==> src/rtl/demux4_buf_pkg.sv <==
// Shared sizing for the buffered 1-to-4 demultiplexer and its per-channel FIFOs.
package demux4_buf_pkg;

  localparam int unsigned NUM_CH = 4;
  localparam int unsigned DEPTH  = 2;

  typedef logic [1:0] fifo_count_t;

endpackage : demux4_buf_pkg

==> src/rtl/demux4_buf_fifo2.sv <==
// Two-entry FIFO with 1-bit wrapping pointers; one instance per output channel.
module fifo2
  import demux4_buf_pkg::*;
#(
  parameter int WIDTH = 8
) (
  input  logic             clk,
  input  logic             rstn,
  input  logic             push,
  input  logic [WIDTH-1:0] wdata,
  output logic             full,
  input  logic             pop,
  output logic [WIDTH-1:0] rdata,
  output logic             empty
);

  logic [WIDTH-1:0] mem [DEPTH];
  logic             wptr;
  logic             rptr;
  fifo_count_t      count;
  logic             do_push;
  logic             do_pop;

  assign full    = (count == fifo_count_t'(DEPTH));
  assign empty   = (count == '0);
  assign do_push = push & ~full;
  assign do_pop  = pop & ~empty;
  assign rdata   = mem[rptr];

  // A full FIFO never accepts, even with a same-cycle pop, so there is no pass-through path.
  always_ff @(posedge clk or negedge rstn) begin
    if (!rstn) begin
      for (int i = 0; i < DEPTH; i++) mem[i] <= '0;
      wptr  <= 1'b0;
      rptr  <= 1'b0;
      count <= '0;
    end else begin
      if (do_push) begin
        mem[wptr] <= wdata;
        wptr      <= ~wptr;
      end
      if (do_pop) rptr <= ~rptr;
      if (do_push && !do_pop)      count <= count + 2'd1;
      else if (do_pop && !do_push) count <= count - 2'd1;
    end
  end

endmodule : fifo2

==> src/rtl/demux4_buf.sv <==
// Buffered 1-to-4 demux: each beat is steered by in_sel into its channel's 2-entry FIFO.
module demux4_buf
  import demux4_buf_pkg::*;
#(
  parameter int WIDTH = 8
) (
  input  logic             clk,
  input  logic             rstn,
  input  logic [WIDTH-1:0] in_data,
  input  logic [1:0]       in_sel,
  input  logic             in_valid,
  output logic             in_ready,
  output logic [WIDTH-1:0] out_data0,
  output logic [WIDTH-1:0] out_data1,
  output logic [WIDTH-1:0] out_data2,
  output logic [WIDTH-1:0] out_data3,
  output logic [3:0]       out_valid,
  input  logic [3:0]       out_ready,
  output logic             busy
);

  logic [NUM_CH-1:0] ch_full;
  logic [NUM_CH-1:0] ch_empty;
  logic [NUM_CH-1:0] ch_push;
  logic [WIDTH-1:0]  ch_rdata [NUM_CH];

  // Readiness depends only on the selected channel, never on in_valid.
  assign in_ready = ~ch_full[in_sel];

  for (genvar k = 0; k < NUM_CH; k++) begin : g_ch
    assign ch_push[k] = in_valid & in_ready & (in_sel == 2'(k));

    fifo2 #(.WIDTH(WIDTH)) u_fifo (
      .clk   (clk),
      .rstn  (rstn),
      .push  (ch_push[k]),
      .wdata (in_data),
      .full  (ch_full[k]),
      .pop   (out_ready[k]),
      .rdata (ch_rdata[k]),
      .empty (ch_empty[k])
    );
  end

  assign out_valid = ~ch_empty;
  assign busy      = |out_valid;
  assign out_data0 = ch_rdata[0];
  assign out_data1 = ch_rdata[1];
  assign out_data2 = ch_rdata[2];
  assign out_data3 = ch_rdata[3];

endmodule : demux4_buf

==> config.mk <==
export PLATFORM = sky130hd
export DESIGN_NAME = demux4_buf
export DESIGN_NICKNAME = d
export VERILOG_FILES = /design/src/rtl/demux4_buf_pkg.sv /design/src/rtl/demux4_buf_fifo2.sv /design/src/rtl/demux4_buf.sv
export SDC_FILE = /design/constraint.sdc
export NUM_CORES = 1
export LEC_CHECK = 0
export ABC_AREA = 1
export CORE_MARGIN = 1.5
export CORE_UTILIZATION = 55
export DETAILED_ROUTE_END_ITERATION = 8
export PLACE_DENSITY = 0.79
export SKIP_CTS_REPAIR_TIMING = 1
export SLEW_MARGIN = 40
export SYNTH_ARGS = -nofsm -noshare
export SYNTH_HDL_FRONTEND = slang
export SYNTH_SLANG_ARGS = --single-unit
export TNS_END_PERCENT = 20
==> constraint.sdc <==
create_clock -name clk -period 4.95 [get_ports clk]
set_input_delay 0.495 -clock clk [delete_from_list [all_inputs] [get_ports clk]]
set_output_delay 0.495 -clock clk [all_outputs]
set_load 0.05 [all_outputs]
# Word-level counts from Yosys, hierarchy flattened
# Cells that the tools add are included.
[totals]
output_inout_bits = 38
wordCells = 151
inputBits = 17
ff_bits = 80
[classes]
reduce_logical = 30
n_eq_ne = 7
add_sub_neg = 8
n_bitwise = 39
n_lt_le_gt_ge = 13
mux = 34
[ops]
columns = ["op", "count"]
rows = [
  ["$mux 8", 16],
  ["$bwmux 16", 4],
  ["$demux 8 s1", 4],
  ["$not 1->1", 17],
  ["$ge 2x2->1 const B", 8],
  ["$mux 2", 8],
  ["$not 1->2", 8],
  ["$and 1x1->1", 13],
  ["$eq 2x2->1 const B", 6],
  ["$logic_and 1x1->1", 12],
  ["$logic_not 2->1", 5],
  ["$add 2x1->2 const B", 4],
  ["$logic_not 1->1", 8],
  ["$lt 2x1->1 const B", 4],
  ["$reduce_bool 2->1", 4],
  ["$sub 2x1->2 const B", 4],
  ["$not 4->4", 1],
  ["$reduce_or 4->1", 1],
  ["$lt 2x3->1 const B", 1],
  ["$bmux 1 s2", 1],
  ["$eq 2x1->1 const B", 1],
  ["$mux 1", 1],
]

# Logic depth before layout (Yosys ltp)
[logic_depth]
word_depth = 11
mapped_depth = 12
mapped_depth_nobuf = 11

# Modules after synthesis
# From an unflattened synthesis, not the netlist that was laid out.
[hier_totals]
hier_cells = 526
area_unflattened_um2 = 4206.5
[modules_own_cells]
columns = ["mod", "area_per_inst_um2", "cells_per_inst", "seq_area_each_um2", "n_inst"]
rows = [
  ["fifo2", 1021.0, 125, 500.5, 4],
  ["demux4_buf", 122.6, 26, 0.0, 1],
]

# Worst setup path after synthesis
# No wires, ideal clock.
[synth_timing]
path_type = "input to register"
start = "input port in_sel[0]"
end = "register g_ch[3].u_fifo.count[1]"
path_stages = 12
setup_time_ns = 0.124
n_path_buf = 1
arrival_ns = 1.819
path_slack_ns = 3.007
required_time_ns = 4.826
path_cell_list = "inv_2 > nor2_1 > nand2_1 > nand2_1 > inv_1 > nand3_2 > nor2_4 > buf_6 > ha_1 > a21oi_1 > o21ai_0 > xnor2_1"
[synth_between]
elab_chain_cells = 9
elab_cells_between_ends = 12
classes_between = "eq/ne: 1; mux: 3; bitwise: 4; reduce/logical: 4"
[synth_rtl]
columns = ["item", "line_no", "source"]
rows = [
  ["from (decl)", "demux4_buf.sv:10", "input logic [1:0] in_sel,"],
  ["$bmux 1 s2", "demux4_buf.sv:28", "assign in_ready = ~ch_full[in_sel];"],
  ["$mux 1 (implied by the code)", "demux4_buf.sv:28", ""],
  ["$not 1->1", "demux4_buf.sv:28", ""],
  ["$and 1x1->1", "demux4_buf.sv:31", "assign ch_push[k] = in_valid & in_ready & (in_sel == 2'(k));"],
  ["$and 1x1->1 *", "demux4_buf.sv:31", ""],
  ["$and 1x1->1 *", "demux4_buf_fifo2.sv:26", "assign do_push = push & ~full;"],
  ["via g_ch[3].u_fifo.do_push", "demux4_buf_fifo2.sv:21", "logic do_push;"],
  ["$logic_not 1->1", "demux4_buf_fifo2.sv:44", "else if (do_pop && !do_push) count <= count - 2'd1;"],
  ["$logic_and 1x1->1", "demux4_buf_fifo2.sv:44", ""],
  ["$reduce_bool 2->1 (no line)", "-", ""],
  ["to (signal assigned)", "demux4_buf_fifo2.sv:43", "if (do_push && !do_pop) count <= count + 2'd1;"],
  ["to (signal assigned)", "demux4_buf_fifo2.sv:44", ""],
  ["to (decl)", "demux4_buf_fifo2.sv:20", "fifo_count_t count;"],
]
# The timed path passes the listed nets; every way through them passes the cells marked *. The select of a mux whose other input is x is not followed.
# A chain may end at the register's enable or synchronous reset.

# Final worst setup path
[layout_timing]
start = "input port in_sel[1]"
end = "output port in_ready"
[layout_between]
elab_chain_cells = 3
[layout_rtl]
columns = ["item", "line_no", "source"]
rows = [
  ["$bmux 1 s2", "demux4_buf.sv:28", ""],
  ["$mux 1 (implied by the code)", "demux4_buf.sv:28", ""],
  ["$not 1->1", "demux4_buf.sv:28", ""],
  ["to (decl)", "demux4_buf.sv:12", "output logic in_ready,"],
]
# No other way between the ends. The select of a mux whose other input is x is not followed.

==> reports/results.env <==
ENDPOINT_KIND='primary output'
DRTITER0DRC=162
HP-CLASS='primary input to asynchronous set/reset pin'
FINALHOLDVIOLATIONS=0
SYNTHESIS.AREA_PER_INSTANCE_UM2=7.788
TIMING.FMAX_MHz=338.6
CORE_AREA_UM2=6756
LAYOUT-DRIVE-GT1-SHARE=0.04604
SYN_NETS=512
ANTENNA_VIOLATING_NETS_LEFT=0
GRT_MAX_DEGREE=81
TIMING.FINAL.SETUP_VIOLATIONS=0
DESIGN.FINAL.NETS=560
ROUTE.FINAL.WIRE_LENGTH_UM=8681
YOSYSWARNINGCOUNT=0
WORST-ENDPOINT-REQUIRED_NS=4.45
MAX-VDD-IR-DROP_uV=450.1
CLOCK_LATENCY_NS=0.35
ROUTE.VIAS.TOTAL=3139
GRT_OVERFLOW_TOTAL=0
POWER.DENSITY_nW_PER_UM2=788.0
NETLIST.AREA_LEADER.SHARE=0.5236
WORSTMARGINPINSLEW_NS=0.7134
SYNTH_TOP_CELL_BY_AREA='sky130_fd_sc_hd__dfrtp_1'
POST_SYNTH_INST_COUNT=491
PERIOD_NEEDED_NS=2.953
CORE.ROWCOUNT=30
CRITICAL_PATH_ARRIVAL_NS=2.46
BUFFER_PORTS.INSERTED=54
AREAGROWTHSYNTHTOFINISH_PCT=18.52
DETAIL_ROUTE.VIAS_PER_CELL=5.039
HORIZ_DIE_DIM_UM=86.38
START_UTIL=0.5659
RUN_STATUS='complete, no violations'
POST_DRT_WL_PER_CELL_UM=13.93
DIE_HEIGHT_UM=86.38
DIE_FOOTPRINT_UM2=7462
SEQUENTIAL_ELEMENT_SHARE_OF_THE_SYNTHESIZED_AREA=0.5236
SYNTH_SEQ_CELLS=80
IO_PINS=55
FIRST_GLOBAL_VIAS=2979
DETAILEDPLACEMENTHPWL_UM=5879
FINAL.SETUP.TNS_NS=0
POWER.TOTAL_mW=3.571
SYNTH.CELLS.MOST_FREQUENT='278 x sky130_fd_sc_hd__nand2_1, 80 x sky130_fd_sc_hd__dfrtp_1, 35 x sky130_fd_sc_hd__nand3_1, 19 x sky130_fd_sc_hd__inv_1, 15 x sky130_fd_sc_hd__nor2_1'
SYNTH_TOP_CELLS_BY_AREA='sky130_fd_sc_hd__dfrtp_1 52%, sky130_fd_sc_hd__nand2_1 27%, sky130_fd_sc_hd__nand3_1 4.6%'
CLOCK_TREE.HTREE_LEVEL_COUNT=3
WORST_SETUP_HOLD_PATH_CLK_SLEW_NS=0.08
FIN_WORST_HOLD_SLACK_NS=0.1652
SYNTHMOSTINSTANTIATEDCELL='sky130_fd_sc_hd__nand2_1'
WIRE_LENGTH_OF_THE_FIRST_GLOBAL_ROUTING_PASS_UM=14280
DRV_SLEW=0
CTS.SINK_COUNT=80
CLOCK-SKEW-FINAL_NS=0.008708
DETAILEDROUTE.FIRSTPASSITERATIONCOUNT=4
INSERTEDDIODECOUNT=0
CTS_TREE='built'
GROUTE.USAGE.OVERALL=0.2519
NUMBER_OF_ANTENNA_VIOLATIONS_AT_THE_FIRST_CHECK_IN_GLOBAL_ROUTING=0
P_LEAK_nW=2.434
ASYNCSETRESETFLOPFRACSYNTH=1.000
STARTPOINT_TYPE='primary input'
FIN_CRIT_SH=0.5966
CRIT_TYPE='primary input to primary output'
NETLIST-CELL-TYPE-COUNT=23
SYNTH.CELL_AREA_UM2=3824
CTS.ROOT.BUFFER_CELL='sky130_fd_sc_hd__clkbuf_8'
CTS_INSERTED_BUFFERS=9
YS_DOMINANT_REG_CELL='sky130_fd_sc_hd__dfrtp_1'
CRIT_PATH_MAX_FANOUT=5
RELSLEWSLACK=0.5244
GP_ROUTABILITY_CONGESTION=0.8413
DETAIL_ROUTE.DRC_VIOLATIONS=0
CTS.PATH.MAX_BUFFERS=2
SETUP_REPAIR_AFTER_GLOBAL_ROUTING_MISSED_ITS_MARGIN='no'
NUMBER_OF_ENABLE_FLIP_FLOP_CELLS_AFTER_SYNTHESIS=0
DRV.MAX_CAP_VIOLATION_COUNT=0
-- cell usage in the layout (no fill, tap or decap) --
master / Yosys / final
sky130_fd_sc_hd__nand2_1: 278 / 278
sky130_fd_sc_hd__dfrtp_1: 80 / 80
sky130_fd_sc_hd__clkdlybuf4s50_1: 0 / 53
sky130_fd_sc_hd__nand3_1: 35 / 35
sky130_fd_sc_hd__inv_1: 19 / 19
sky130_fd_sc_hd__nor2_1: 15 / 15
sky130_fd_sc_hd__clkbuf_8: 0 / 10
sky130_fd_sc_hd__clkinv_1: 6 / 6
sky130_fd_sc_hd__xnor2_1: 6 / 6
sky130_fd_sc_hd__xor2_1: 6 / 6
sky130_fd_sc_hd__o21ai_0: 6 / 6
sky130_fd_sc_hd__nand4_1: 5 / 5
sky130_fd_sc_hd__a21oi_1: 4 / 4
sky130_fd_sc_hd__ha_1: 4 / 4
sky130_fd_sc_hd__nor2_4: 3 / 3
sky130_fd_sc_hd__clkinv_2: 0 / 3
sky130_fd_sc_hd__nand4_2: 2 / 2
sky130_fd_sc_hd__inv_2: 1 / 1
sky130_fd_sc_hd__nand2_4: 1 / 1
sky130_fd_sc_hd__nand2_2: 1 / 1
sky130_fd_sc_hd__nor2_2: 1 / 1
sky130_fd_sc_hd__nand3_2: 1 / 1
sky130_fd_sc_hd__bufinv_16: 0 / 1
sky130_fd_sc_hd__clkbuf_1: 4 / 1
sky130_fd_sc_hd__buf_6: 2 / 1
-- flip-flops by register name (all words and copies together) (netlist names) --
signal	count
g_ch.u_fifo.mem	64
g_ch.u_fifo.rptr	4
g_ch.u_fifo.count	8
g_ch.u_fifo.wptr	4
-- power by group --
| group | internal [mW] | switching [mW] | leakage [nW] | total [mW] |
|---|---|---|---|---|
| Clock | 0.242 | 0.226 | 0.0989 | 0.467 |
| Combinational | 0.618 | 1.27 | 1.35 | 1.89 |
| Sequential | 0.971 | 0.245 | 0.990 | 1.22 |
-- final timing paths --
| kind | cells past startpoint | slack [ns] | startpoint | endpoint |
|---|---|---|---|---|
| max | 7 | 2.00 | in_sel[1] | in_ready |
| min | 1 | 0.17 | rstn | g_ch[0].u_fifo.mem[14] |
| max in group asynchronous | 1 | 4.29 | rstn | g_ch[2].u_fifo.mem[8] |
| min reg2reg | 2 | 0.48 | g_ch[0].u_fifo.mem[9] | g_ch[0].u_fifo.mem[9] |
| min in group clk | 2 | 0.48 | g_ch[0].u_fifo.mem[9] | g_ch[0].u_fifo.mem[9] |
| max reg2reg | 11 | 2.83 | g_ch[0].u_fifo.count[1] | g_ch[2].u_fifo.count[1] |
-- metrics by stage --
step | std cells | setup WS, ns | utilization | area (um^2)
2_1_floorplan | 491 | 3.007 | - | 3824
3_3_place_gp | 608 | 2.049 | 0.6426 | 4342
3_5_place_dp | 608 | 2.029 | 0.6431 | 4345
4_1_cts | 623 | 2.005 | 0.6707 | 4532
5_1_grt | 623 | 1.898 | 0.6707 | 4532
6_report | 623 | 1.997 | 0.6707 | 4532
-- worst max-delay path: stages --
cell and delay [ns]:
sky130_fd_sc_hd__clkdlybuf4s50_1 0.53, sky130_fd_sc_hd__nand2_2 0.17, sky130_fd_sc_hd__inv_1 0.09, sky130_fd_sc_hd__nand3_1 0.07, sky130_fd_sc_hd__nand2_1 0.08, sky130_fd_sc_hd__nor2_4 0.15, sky130_fd_sc_hd__clkdlybuf4s50_1 0.86
-- routing by layer --
layer,routed length [um],up-vias,track usage
met5,0,-,0
met1,3909,1446,0.3373
met2,4190,72,0.4134
li1,-,1607,-
met3,449,14,0.04190
met4,131,0,0.09677
-- final cells by class --
cell class                 instances  area (um^2)
clock buffer                      11        141.4
inverter                          26        97.59
sequential                        80         2002
multi-input combinational        368         1604
clock inverter                     4        45.04
fill                             585         2225
tap                               80        100.1
timing repair buffer              54        541.8
-- cells by family (layout without fill, tap and decap cells) --
logic type | count (synthesis) | in the layout | share of synthesized area
simple gates | 342 | 342 | 0.3658
flops | 80 | 80 | 0.5236
buf+inv | 43 | 95 | 0.05693
xor+xnor | 12 | 12 | 0.02749
compound gates | 10 | 10 | 0.01309
fa+ha+maj | 4 | 4 | 0.01309
No activity file was read; power rests on OpenSTA's default activity.
